### config.mk
export PLATFORM = sky130hd
export DESIGN_NAME = usb_tx_encoder_flat
export DESIGN_NICKNAME = d
export VERILOG_FILES = /design/src/rtl/usb_tx_encoder_if.sv /design/src/rtl/usb_tx_encoder.sv /design/src/flat_wrapper.sv
export SDC_FILE = /design/constraint.sdc
export NUM_CORES = 1
export LEC_CHECK = 0
export ABC_AREA = 1
export CAP_MARGIN = 30
export CORE_MARGIN = 2
export CORE_UTILIZATION = 45
export DETAILED_ROUTE_END_ITERATION = 10
export GPL_ROUTABILITY_DRIVEN = 0
export HOLD_SLACK_MARGIN = 0.05
export PLACE_DENSITY = 0.72
export SLEW_MARGIN = 10
export SYNTH_ARGS = -nofsm -noshare
export SYNTH_HDL_FRONTEND = slang
export SYNTH_SLANG_ARGS = --single-unit
export TNS_END_PERCENT = 5
### constraint.sdc
create_clock -name clk -period 2.1 [get_ports clk]
set_input_delay 0.42 -clock clk [delete_from_list [all_inputs] [get_ports clk]]
set_output_delay 0.42 -clock clk [all_outputs]
set_load 0.05 [all_outputs]
### src/rtl/usb_tx_encoder_if.sv
// usb_tx_encoder_if: control-unit <-> transmit encoder bus (load strobes, payload/CRC data, status, line pins)
//   master: transmit control unit (drives strobes and data, reads status and pins)
//   slave : usb_tx_encoder
interface usb_tx_encoder_if #(
  parameter int MAX_BYTES = 64
);
  localparam int BCW = $clog2(MAX_BYTES + 1);
  logic           load_sync;
  logic           load_data_pid;
  logic           load_ack;
  logic           load_nack;
  logic           load_stall;
  logic           load_data_crc;
  logic           load_ena;
  logic           clear;
  logic           start_read;
  logic           eop;
  logic [7:0]     tx_data;
  logic [15:0]    crc_in;
  logic [BCW-1:0] byte_count;
  logic           cnt_done;
  logic           fifo_rd;
  logic           d_plus;
  logic           d_minus;
  logic           busy;
  modport master (
    output load_sync, load_data_pid, load_ack, load_nack, load_stall, load_data_crc, load_ena,
    output clear, start_read, eop, tx_data, crc_in, byte_count,
    input  cnt_done, fifo_rd, d_plus, d_minus, busy
  );
  modport slave (
    input  load_sync, load_data_pid, load_ack, load_nack, load_stall, load_data_crc, load_ena,
    input  clear, start_read, eop, tx_data, crc_in, byte_count,
    output cnt_done, fifo_rd, d_plus, d_minus, busy
  );
endinterface

### src/rtl/usb_tx_encoder.sv
// usb_tx_encoder: LSB-first serialiser with bit stuffing, NRZI and EOP for full-speed D+/D-
//   clk, rst : system clock, async active-high reset (line returns to J)
//   bus_if   : slave side of usb_tx_encoder_if (load strobes, tx_data/crc_in/byte_count in;
//              cnt_done, fifo_rd, d_plus, d_minus, busy out)
module usb_tx_encoder #(
  parameter int         CLK_DIV   = 4,
  parameter logic [7:0] DATA_PID  = 8'hC3,
  parameter int         MAX_BYTES = 64
) (
  input logic             clk,
  input logic             rst,
  usb_tx_encoder_if.slave bus_if
);
  localparam int BCW = $clog2(MAX_BYTES + 1);
  localparam int DW  = $clog2(CLK_DIV);
  typedef enum logic [2:0] {IDLE, SHIFT, STUFF, EOP_SE0, EOP_J} state_t;
  state_t         state_q, state_d;
  logic [DW-1:0]  div_q, div_d;
  logic [15:0]    sr_q, sr_d, ld_val;
  logic [4:0]     bl_q, bl_d;
  logic [2:0]     ones_q, ones_d, ones_inc;
  logic [BCW-1:0] bytes_q, bytes_d;
  logic           pay_q, pay_d, line_q, line_d, busy_q, busy_d, done_q, done_d;
  logic           strobe, in_eop, eop_go, hi, sel_crc, sel_ena, ld, fend, fifo_rd;
  assign strobe   = div_q == DW'(CLK_DIV - 1);
  assign in_eop   = state_q == EOP_SE0 || state_q == EOP_J;
  assign eop_go   = bus_if.eop && !in_eop;
  assign hi       = bus_if.load_sync | bus_if.load_data_pid | bus_if.load_ack | bus_if.load_nack | bus_if.load_stall;
  assign sel_crc  = bus_if.load_data_crc && !hi;
  assign sel_ena  = bus_if.load_ena && !hi && !bus_if.load_data_crc;
  assign ld       = !in_eop && (hi || bus_if.load_data_crc || bus_if.load_ena);
  assign ld_val   = bus_if.load_sync     ? 16'h0080 :
                    bus_if.load_data_pid ? {8'h00, DATA_PID} :
                    bus_if.load_ack      ? 16'h00D2 :
                    bus_if.load_nack     ? 16'h005A :
                    bus_if.load_stall    ? 16'h001E :
                    sel_crc              ? bus_if.crc_in : {8'h00, bus_if.tx_data};
  assign ones_inc = sr_q[0] ? ones_q + 3'd1 : 3'd0;
  always_comb begin
    state_d = state_q;
    div_d   = busy_q && !strobe ? div_q + DW'(1) : '0;
    sr_d    = sr_q;
    bl_d    = bus_if.clear && !in_eop ? 5'd0 : bl_q;
    ones_d  = ones_q;
    bytes_d = bytes_q;
    pay_d   = pay_q;
    line_d  = line_q;
    busy_d  = busy_q;
    done_d  = 1'b0;
    fifo_rd = 1'b0;
    fend    = 1'b0;
    if (eop_go) begin
      state_d = EOP_SE0;
      div_d   = '0;
      bl_d    = 5'd1;
      line_d  = 1'b1;
      busy_d  = 1'b1;
    end else if (ld) begin
      state_d = SHIFT;
      busy_d  = 1'b1;
      sr_d    = ld_val;
      bl_d    = sel_crc ? 5'd16 : 5'd8;
      pay_d   = sel_ena;
      if (bus_if.load_sync) begin
        ones_d = '0;
        div_d  = '0;
      end
      if (sel_ena) begin
        bytes_d = bus_if.byte_count;
        fifo_rd = |bus_if.byte_count;
        // zero-length payload completes immediately without touching the line
        state_d = |bus_if.byte_count ? SHIFT : IDLE;
        done_d  = ~|bus_if.byte_count;
      end
    end else begin
      case (state_q)
        SHIFT: if (strobe && bus_if.start_read) begin
          line_d  = sr_q[0] ? line_q : ~line_q;
          sr_d    = sr_q >> 1;
          bl_d    = bl_q - 5'd1;
          ones_d  = ones_inc;
          state_d = ones_inc == 3'd6 ? STUFF : SHIFT;
          fend    = ones_inc != 3'd6 && bl_q == 5'd1;
        end
        STUFF: if (strobe) begin
          line_d  = ~line_q;
          ones_d  = '0;
          state_d = SHIFT;
          fend    = bl_q == 5'd0;
        end
        EOP_SE0: if (strobe) begin
          bl_d    = bl_q - 5'd1;
          state_d = bl_q == 5'd0 ? EOP_J : EOP_SE0;
        end
        EOP_J: if (strobe) begin
          state_d = IDLE;
          busy_d  = 1'b0;
          ones_d  = '0;
        end
        default: ;
      endcase
      // next payload byte is fetched on the same strobe so the bit stream has no gap
      if (fend) begin
        if (pay_q && bytes_q > BCW'(1)) begin
          bytes_d = bytes_q - BCW'(1);
          sr_d    = {8'h00, bus_if.tx_data};
          bl_d    = 5'd8;
          fifo_rd = 1'b1;
          state_d = SHIFT;
        end else begin
          done_d  = 1'b1;
          state_d = IDLE;
        end
      end
    end
    done_d = done_d && !bus_if.clear;
  end
  always_ff @(posedge clk or posedge rst) begin
    if (rst) begin
      state_q <= IDLE;
      div_q   <= '0;
      sr_q    <= '0;
      bl_q    <= '0;
      ones_q  <= '0;
      bytes_q <= '0;
      pay_q   <= 1'b0;
      line_q  <= 1'b1;
      busy_q  <= 1'b0;
      done_q  <= 1'b0;
    end else begin
      state_q <= state_d;
      div_q   <= div_d;
      sr_q    <= sr_d;
      bl_q    <= bl_d;
      ones_q  <= ones_d;
      bytes_q <= bytes_d;
      pay_q   <= pay_d;
      line_q  <= line_d;
      busy_q  <= busy_d;
      done_q  <= done_d;
    end
  end
  assign bus_if.d_plus   = line_q && state_q != EOP_SE0;
  assign bus_if.d_minus  = !line_q && state_q != EOP_SE0;
  assign bus_if.cnt_done = done_q;
  assign bus_if.fifo_rd  = fifo_rd;
  assign bus_if.busy     = busy_q;
endmodule

### src/flat_wrapper.sv
// flat-port wrapper written by rule: the top's interface ports become plain ports
module usb_tx_encoder_flat 
#(
  parameter int         CLK_DIV   = 4,
  parameter logic [7:0] DATA_PID  = 8'hC3,
  parameter int         MAX_BYTES = 64
)
  (clk, rst, bus_if_load_sync, bus_if_load_data_pid, bus_if_load_ack, bus_if_load_nack, bus_if_load_stall, bus_if_load_data_crc, bus_if_load_ena, bus_if_clear, bus_if_start_read, bus_if_eop, bus_if_tx_data, bus_if_crc_in, bus_if_byte_count, bus_if_cnt_done, bus_if_fifo_rd, bus_if_d_plus, bus_if_d_minus, bus_if_busy);
  usb_tx_encoder_if #(.MAX_BYTES(MAX_BYTES)) bus_if_i ();
  input logic clk;
  input logic rst;
  input wire logic [$bits(bus_if_i.load_sync)-1:0] bus_if_load_sync;
  input wire logic [$bits(bus_if_i.load_data_pid)-1:0] bus_if_load_data_pid;
  input wire logic [$bits(bus_if_i.load_ack)-1:0] bus_if_load_ack;
  input wire logic [$bits(bus_if_i.load_nack)-1:0] bus_if_load_nack;
  input wire logic [$bits(bus_if_i.load_stall)-1:0] bus_if_load_stall;
  input wire logic [$bits(bus_if_i.load_data_crc)-1:0] bus_if_load_data_crc;
  input wire logic [$bits(bus_if_i.load_ena)-1:0] bus_if_load_ena;
  input wire logic [$bits(bus_if_i.clear)-1:0] bus_if_clear;
  input wire logic [$bits(bus_if_i.start_read)-1:0] bus_if_start_read;
  input wire logic [$bits(bus_if_i.eop)-1:0] bus_if_eop;
  input wire logic [$bits(bus_if_i.tx_data)-1:0] bus_if_tx_data;
  input wire logic [$bits(bus_if_i.crc_in)-1:0] bus_if_crc_in;
  input wire logic [$bits(bus_if_i.byte_count)-1:0] bus_if_byte_count;
  output wire logic [$bits(bus_if_i.cnt_done)-1:0] bus_if_cnt_done;
  output wire logic [$bits(bus_if_i.fifo_rd)-1:0] bus_if_fifo_rd;
  output wire logic [$bits(bus_if_i.d_plus)-1:0] bus_if_d_plus;
  output wire logic [$bits(bus_if_i.d_minus)-1:0] bus_if_d_minus;
  output wire logic [$bits(bus_if_i.busy)-1:0] bus_if_busy;
  assign bus_if_i.load_sync = bus_if_load_sync;
  assign bus_if_i.load_data_pid = bus_if_load_data_pid;
  assign bus_if_i.load_ack = bus_if_load_ack;
  assign bus_if_i.load_nack = bus_if_load_nack;
  assign bus_if_i.load_stall = bus_if_load_stall;
  assign bus_if_i.load_data_crc = bus_if_load_data_crc;
  assign bus_if_i.load_ena = bus_if_load_ena;
  assign bus_if_i.clear = bus_if_clear;
  assign bus_if_i.start_read = bus_if_start_read;
  assign bus_if_i.eop = bus_if_eop;
  assign bus_if_i.tx_data = bus_if_tx_data;
  assign bus_if_i.crc_in = bus_if_crc_in;
  assign bus_if_i.byte_count = bus_if_byte_count;
  assign bus_if_cnt_done = bus_if_i.cnt_done;
  assign bus_if_fifo_rd = bus_if_i.fifo_rd;
  assign bus_if_d_plus = bus_if_i.d_plus;
  assign bus_if_d_minus = bus_if_i.d_minus;
  assign bus_if_busy = bus_if_i.busy;
  usb_tx_encoder #(.CLK_DIV(CLK_DIV), .DATA_PID(DATA_PID), .MAX_BYTES(MAX_BYTES)) u_core (.clk(clk), .rst(rst), .bus_if(bus_if_i));
endmodule
## Word-level counts from Yosys, hierarchy flattened

Index checks and enable logic that the tools add are counted.

| storage, ports and cells | value |
|---|---|
| word-level logic and storage cells | 152 |
| bits in registers | 40 |
| bits of input ports | 43 |
| output and inout bits | 5 |

| operators by class | value |
|---|---|
| reductions and logical operators | 39 |
| bitwise gates (word level) | 6 |
| mux-type cells | 71 |
| magnitude comparators | 1 |
| add/subtract/negate cells | 4 |
| equal/unequal tests | 21 |

Operator list:

| cell | number |
|---|---|
| 16-bit two-way mux | 11 |
| 5-bit two-way mux | 8 |
| 3-bit two-way mux | 13 |
| 7-bit two-way mux | 4 |
| 1-bit two-way mux | 25 |
| 5-bit AND reduction | 3 |
| 1-bit logical AND | 13 |
| 3-bit by 1-bit inequality test with 1-bit output (second input constant) | 4 |
| 3-bit one-hot mux with 4 select lines | 1 |
| 3-bit nonzero test | 4 |
| 2-bit two-way mux | 5 |
| 5-bit by 1-bit inequality test with 1-bit output (second input constant) | 2 |
| 5-bit by 2-bit inequality test with 1-bit output (second input constant) | 2 |
| 5-bit one-hot mux with 2 select lines | 1 |
| 7-bit by 1-bit > comparator with 1-bit output (second input constant) | 1 |
| 1-bit logical NOT | 7 |
| 7-bit nonzero test | 1 |
| 7-bit OR reduction | 1 |
| 7-bit by 1-bit subtractor with 7-bit output (second input constant) | 1 |
| 3-bit by 2-bit == test with 1-bit output (second input constant) | 2 |
| 3-bit == test (second input constant) | 2 |
| 3-bit inequality test (second input constant) | 2 |
| 3-bit one-hot mux with 2 select lines | 1 |
| 5-bit by 1-bit == test with 1-bit output (second input constant) | 1 |
| 17 further kinds | 27 |

## Logic depth before layout (Yosys ltp)

Gate-level depths: netlist (run 1).

| logic depth | value |
|---|---|
| word-level depth | 13 |
| depth in mapped cells | 14 |
| gate-level depth less buffers | 13 |

## Worst setup path before layout (run 1)

OpenSTA, ideal clock, no wires.

| timing | value |
|---|---|
| path type | input -> output |
| from | input port bus_if_load_sync |
| to | output port bus_if_fifo_rd |
| required time | 1.680 ns |
| arrival | 2.430 ns |
| buffers on the path | 2 |
| slack | -0.750 ns |
| stages on the path | 9 |
| cells stage by stage | nor2_2 inv_2 nor2_4 nand3_4 nand2_4 buf_6 buf_6 nand3_1 a21boi_0 |

| between the ends | value |
|---|---|
| longest elaborated chain between the ends | 10 |
| elaborated cells on any way between the ends | 13 |
| those cells by class | 3 x mux; 4 x bitwise; 6 x reduce/logical |

Ends and longest elaborated chain:

| element | line | source |
|---|---|---|
| from (decl) | flat_wrapper.sv:12 | `input wire logic [$bits(bus_if_i.load_sync)-1:0] bus_if_load_sync;` |
| 1-bit OR (*) (4 in a row) | usb_tx_encoder.sv:28 | `assign hi = bus_if.load_sync \| bus_if.load_data_pid \| bus_if.load_ack \| bus_if.load_nack \| bus_if.load_stall;` |
| 1-bit logical NOT | usb_tx_encoder.sv:30 | `assign sel_ena = bus_if.load_ena && !hi && !bus_if.load_data_crc;` |
| 1-bit logical AND (2 in a row) | usb_tx_encoder.sv:30 |  |
| 1-bit two-way mux | usb_tx_encoder.sv:68 | `if (sel_ena) begin` |
| 1-bit two-way mux (*) | usb_tx_encoder.sv:58 | `end else if (ld) begin` |
| 1-bit two-way mux (*) | usb_tx_encoder.sv:52 | `if (eop_go) begin` |
| to (decl) | flat_wrapper.sv:26 | `output wire logic [$bits(bus_if_i.fifo_rd)-1:0] bus_if_fifo_rd;` |

Mark *: on every way between the ends. The rest lies on a longest branch, timed or not.

## Final worst setup path (run 1)

| timing | value |
|---|---|
| from | register u_core.ones_q[0] |
| to | output port bus_if_fifo_rd |

| between the ends | value |
|---|---|
| longest elaborated chain between the ends | 11 |

Ends and longest elaborated chain:

| element | line | source |
|---|---|---|
| from (decl) | usb_tx_encoder.sv:21 | `logic [2:0] ones_q, ones_d, ones_inc;` |
| from (signal assigned) | usb_tx_encoder.sv:135 | `ones_q <= ones_d;` |
| 3-bit by 1-bit adder with 3-bit output | usb_tx_encoder.sv:38 | `assign ones_inc = sr_q[0] ? ones_q + 3'd1 : 3'd0;` |
| 3-bit two-way mux | usb_tx_encoder.sv:38 |  |
| 3-bit inequality test | usb_tx_encoder.sv:83 | `fend = ones_inc != 3'd6 && bl_q == 5'd1;` |
| 1-bit logical AND | usb_tx_encoder.sv:83 |  |
| 1-bit two-way mux | usb_tx_encoder.sv:77 | `SHIFT: if (strobe && bus_if.start_read) begin` |
| 1-bit one-hot mux with 2 select lines | usb_tx_encoder.sv:76 | `case (state_q)` |
| 1-bit two-way mux | usb_tx_encoder.sv:58 |  |
| 1-bit two-way mux | usb_tx_encoder.sv:52 |  |
| 1-bit two-way mux | usb_tx_encoder.sv:103 | `if (fend) begin` |
| 1-bit two-way mux | usb_tx_encoder.sv:58 |  |
| 1-bit two-way mux | usb_tx_encoder.sv:52 |  |

Every way passes these cells. The select of a mux whose other input is x is not followed.

==> results.cfg, run 1 <==
[setup_path]
r2r-start = u_core.state_q[0]
r2r-end = u_core.ones_q[2]
reg2reg_slack_ps = 160
crit_end = bus_if_fifo_rd
critPathRequiredTime_ps = 1680
criticalPathCategory = flop to output port
startpoint_type = flop
r2r_cells = 11
crit_start = u_core.ones_q[0]
critPathArrivalTime_ps = 1890
cp-end-kind = output port
cp_max_fo = 3

[timing]
rsz0062_at_grt = true
hold_viol_final = 0
maxSlewViolCount = 0
fin_skew_ps = 8.89
slew_headroom_pct = 66.9
fin_tns_setup_ps = -207
fmax_mhz = 434
fin_crit_sh_pct = 110
tightest_slew_ps = 495
setup_viol = 1
timing.final.crit_period_ps = 2310
setup_ws_ps = -207

[power]
peakVddDrop_mv = 1.21
p_leak_nw = 2.03
power.density_mw_per_mm2 = 1140
power_w = 0.00456

[synthesis]
synth_fa_ha_area_share_pct = 2.92
synth-seq-area-share_pct = 33.4
syn_area_per_cell_sq_um = 6.75
synth_edf_count = 0
synth.distinct_cells = 38
synth.area.mux_share_pct = 0
synth_largest_area_cell = dfrtp_1
synth_simple_gate_area_share_pct = 37.5
synthTopCellsByArea = dfrtp_1 33%, nand2_1 16%, inv_1 7.8%
syn_nets = 495
ys.flop_type = dfrtp_1
syn_inst = 445
synthXorXnorAreaFrac_pct = 2.04
async_flop_share_pct = 100
yosys_warnings = 0
ys_ff_latch = 40
synth_top_family_by_area = simple AND/OR/NAND/NOR gates
synth_compound_area_share_pct = 13.0
yosys.area.top_type_share_pct = 32.5
syn_area_sq_mm = 0.00300

[global_route]
grt_pass1_wl_mm = 13.3
grt_max_degree = 41
overflow = 0
grt_usage_pct = 22.4
first_global_vias = 2977
grt_antenna_before_repair = 0

[final_layout]
nets = 580
instances_no_fill = 608
drive_above_1_share_pct = 17.1
final_common_cell = nand2_1
n_antenna_cell = 0
syn2layout_area_growth_pct = 33.5
final_cell_mix = 129 x nand2_1, 61 x inv_1, 44 x clkdlybuf4s50_1
finalInstanceArea_sq_mm = 0.00401

[floorplanning]
design.die.area_sq_mm = 0.00734
rows = 29
die_w_microns = 85.7
fp.dieH_microns = 85.7
coreArea_sq_mm = 0.00639
initial_core_util_pct = 47.0
num_io_pins = 48

[route]
drc = 0
ant_nets = 0
wl_per_cell_microns = 13.0
dr.pass1.iters = 5
num_vias = 3118
drt_iter0_drc = 209
vias_per_cell = 5.13
totalWireLength_mm = 7.87

[run]
maxCapViolCount = 0

[clocking]
cts_buffers = 5
root_buffer = clkbuf_8
htreeDepth = 2
clock_path_buffers = 2
clock-sinks = 40
cts.clk_slew.worst_paths_ps = 80
clock_latency_ps = 300
tritoncts = done

[placed_design]
dp.final_hpwl_mm = 6.07
io_buffers = 47
placed_cells = 598
dp_slack_ps = -193
place_area_sq_mm = 0.00389

[status]
outcome = finished with violations
failed_checks = negative setup slack

[min_path]
hold_class = input pin to asynchronous set/reset pin
==> stage by stage <==
| stage | utilization, % | hold WS, ps |
|---|---|---|
| after global placement | 61.0 | 462 |
| after CTS | 62.7 | 473 |
| final | 62.8 | 463 |
| after global routing | 62.8 | 499 |
| after floorplan | - | 442 |
| after detailed placement | 61.0 | 467 |
==> worst min path at each step <==
stage                 endpoint  slack [ps]  cells after the start
5_1_grt        u_core.sr_q[15]         500                      2
2_1_floorplan  u_core.sr_q[15]         440                      2
3_3_place_gp   u_core.sr_q[15]         460                      2
6_report       u_core.sr_q[11]         460                      3
3_5_place_dp     u_core.line_q         470                      2
4_1_cts        u_core.sr_q[11]         470                      3
==> logic make-up (layout without fill, tap and decap cells) <==
| kind of cell | count (synthesis) | count (layout) |
|---|---|---|
| XOR/XNOR | 7 | 7 |
| AND/OR/NAND/NOR | 245 | 245 |
| buffers and inverters | 80 | 166 |
| flip-flops | 40 | 40 |
| AO/OA/AOI/OAI | 66 | 66 |
| adder cells (fa/ha/maj) | 7 | 7 |
==> cell usage after synthesis, types with 2 or more instances <==
| cell type | n |
|---|---|
| a21oi_1 | 11 |
| nand4_1 | 10 |
| o21ai_1 | 11 |
| nand2_2 | 9 |
| nor2_4 | 4 |
| nor3_1 | 2 |
| nor2_1 | 41 |
| nor2_2 | 3 |
| o21ai_0 | 22 |
| o21a_1 | 2 |
| buf_6 | 3 |
| inv_1 | 62 |
| dfrtp_1 | 39 |
| nand3_2 | 4 |
| xor2_1 | 6 |
| o211ai_1 | 9 |
| nand3_1 | 37 |
| a31oi_1 | 4 |
| inv_2 | 6 |
| buf_2 | 4 |
| clkbuf_1 | 3 |
| ha_1 | 7 |
| nand2_1 | 129 |
| a21boi_0 | 3 |
==> metal layers <==
layer | share of wire (%) | vias up | GRT usage, % | wire length, microns
li1 | - | 1591 | - | -
met1 | 47 | 1425 | 30.1 | 3680
met2 | 47 | 87 | 38.0 | 3730
met3 | 4.3 | 15 | 3.27 | 341
met4 | 1.6 | 0 | 5.77 | 128
met5 | 0 | - | 0 | 0
==> where the power goes <==
group	leakage (nW)	internal, W	switching, W	total, W
logic	1.47	0.00115	0.00169	0.00284
clock network	0.0479	0.000232	0.000289	0.000521
registers	0.514	0.00100	0.000190	0.00119
==> registers in the layout, indices dropped and copies added, names as in the netlist, 2 cells and up <==
signal          cells
u_core.ones_q       3
u_core.state_q      3
u_core.sr_q        16
u_core.div_q        2
u_core.bytes_q      7
u_core.bl_q         5
==> critical path, stage by stage, from the launching register on <==
cell      delay, ps
dfrtp_1         400
ha_1            320
nand2_1          70
nor2_1           40
nand2_1         120
nand3_2         110
nand2_4         100
nand3_4          80
a21boi_4        180
buf_12          160
==> final cells by class <==
class	instances	area, sq um
Inverter	69	264
Sequential cell	40	1000
Fill cell	569	2380
Clock buffer	5	68.8
Tap cell	77	96.3
Multi-Input combinational cell	325	1700
Clock inverter	3	18.8
Timing Repair Buffer	89	853
==> what timing repair did <==
action,in CTS,in global routing
gates resized for setup,3,1
endpoints found under the setup margin,1,1
cloned,0,0
pin swaps,2,0
hold buffers,0,0
buffers inserted,2,0
Note: power is estimated with default switching activity, not from simulation.
==> run 2, diff against run 1 <==
- CORE_MARGIN: 2 -> 4
- SLEW_MARGIN: 10 -> unset
==> results.cfg, run 2 (synthesized netlist as in run 1, its figures left out) <==
[route]
drt_iter0_drc = 225
dr.pass1.iters = 5
wl_per_cell_microns = 13.1
drc = 0
ant_nets = 0
totalWireLength_mm = 8.06
vias_per_cell = 5.15
num_vias = 3161

[power]
p_leak_nw = 2.07
power_w = 0.00461
peakVddDrop_mv = 0.618
power.density_mw_per_mm2 = 1140

[final_layout]
largest_reg_flops = 16
finalInstanceArea_sq_mm = 0.00405
n_antenna_cell = 0
final_cell_mix = 129 x nand2_1, 61 x inv_1, 46 x buf_4
top_regs = u_core.sr_q: 16 flops, u_core.bytes_q: 7 flops, u_core.bl_q: 5 flops
nets = 586
syn2layout_area_growth_pct = 34.8
final_common_cell = nand2_1
drive_above_1_share_pct = 18.1
largest-register = u_core.sr_q
instances_no_fill = 614
nFillCells = 603

[placed_design]
dp_slack_ps = -187
io_buffers = 47
dp.final_hpwl_mm = 6.02
place_area_sq_mm = 0.00386
placed_cells = 597

[setup_path]
crit_start = u_core.state_q[0]
crit_end = bus_if_fifo_rd
r2r_cells = 13
cp_max_fo = 7
reg2reg_slack_ps = 60
criticalPathCategory = flop to output port
r2r-start = u_core.ones_q[0]
cp-end-kind = output port
critPathArrivalTime_ps = 1840
r2r-end = u_core.sr_q[3]
startpoint_type = flop
critPathRequiredTime_ps = 1680

[timing]
tightest_slew_ps = 540
fin_crit_sh_pct = 108
setup_ws_ps = -165
timing.final.crit_period_ps = 2260
rsz0062_at_grt = true
setup_viol = 1
hold_viol_final = 0
fmax_mhz = 442
fin_skew_ps = 12.3
maxSlewViolCount = 0
slew_headroom_pct = 64.0

[clocking]
clock-sinks = 40
holdBufCountCts = 0
clock_path_buffers = 2
root_buffer = clkbuf_8
cts.clk_slew.worst_paths_ps = 80
cts_buffers = 5
clock_latency_ps = 310
htreeDepth = 2
tritoncts = done

[min_path]
hold_class = flop to flop

[global_route]
grt_usage_pct = 21.6
grt_antenna_before_repair = 0
grt-busiest-layer = met2
overflow = 0
grt_pass1_wl_mm = 13.6
use_met3_pct = 3.56
grtUsageMet2_pct = 35.4
first_global_vias = 3046
grt_use_met1_pct = 29.0
grt_max_degree = 41

[floorplanning]
fp.dieH_microns = 89.7
rows = 29
die_w_microns = 89.7
coreArea_sq_mm = 0.00642
num_io_pins = 48
initial_core_util_pct = 46.7
design.die.area_sq_mm = 0.00804

[run]
maxCapViolCount = 0

[status]
failed_checks = negative setup slack
outcome = finished with violations
==> run 2: cell count changes in the layout (fill, tap and decap cells not counted), sizes merged <==
cell and delta:
buf +6, clkbuf +1, clkdlybuf4s50 -2, clkinv -2
dlygate4sd2 +2, inv +1
==> run 2: worst min path at each step <==
stage / start / endpoint / slack (ps) / cells past startpoint
2_1_floorplan: u_core.sr_q[15] / u_core.sr_q[15] / 440 / 2
3_3_place_gp: u_core.line_q / u_core.line_q / 460 / 2
3_5_place_dp: u_core.sr_q[10] / u_core.sr_q[10] / 470 / 2
4_1_cts: u_core.line_q / u_core.line_q / 480 / 2
5_1_grt: u_core.line_q / u_core.line_q / 500 / 2
6_report: u_core.line_q / u_core.line_q / 480 / 2
==> run 2: repair_timing <==
item | CTS | global route
pin swaps | 6 | 3
resized for setup | 5 | 4
buffers inserted | 8 | 1
endpoints found under the setup margin | 1 | 24
==> run 2: routing by layer <==
metal	share of wire [%]	vias to the layer above
li1	-	1601
met1	45	1440
met2	48	109
met3	6.1	11
met4	1.2	0
met5	0	-
==> run 2: metrics by stage <==
stage	utilization, %	TNS [ps]	hold WS, ps
2_1_floorplan	-	-22.0	442
3_3_place_gp	60.1	-1890	459
3_5_place_dp	60.1	-2870	466
4_1_cts	62.7	-145	479
5_1_grt	63.0	-1420	496
6_report	63.0	-165	482
==> run 2: cell type report <==
type                            instances  area (sq um)  share of cell area, %
Tap cell                               77          96.3                   2.38
Inverter                               69           264                   6.52
Clock buffer                            6          82.6                   2.04
Timing Repair Buffer                   95           875                   21.6
Multi-Input combinational cell        325          1710                   42.3
Sequential cell                        40          1000                   24.8
Clock inverter                          2          13.8                  0.340
==> run 2: power by group <==
group	switching, W	internal [W]	total [W]
Sequential	0.000183	0.00100	0.00119
Clock	0.000302	0.000269	0.000571
Combinational	0.00170	0.00115	0.00285
==> run 2: worst max-delay path, stage by stage, from the launching register on <==
cell and delay [ps]:
dfrtp_1 440, inv_2 110, nand3_1 180, nand2_2 170
clkinv_4 120, nand2_4 100, nand3_4 80, a21boi_4 190
buf_12 150
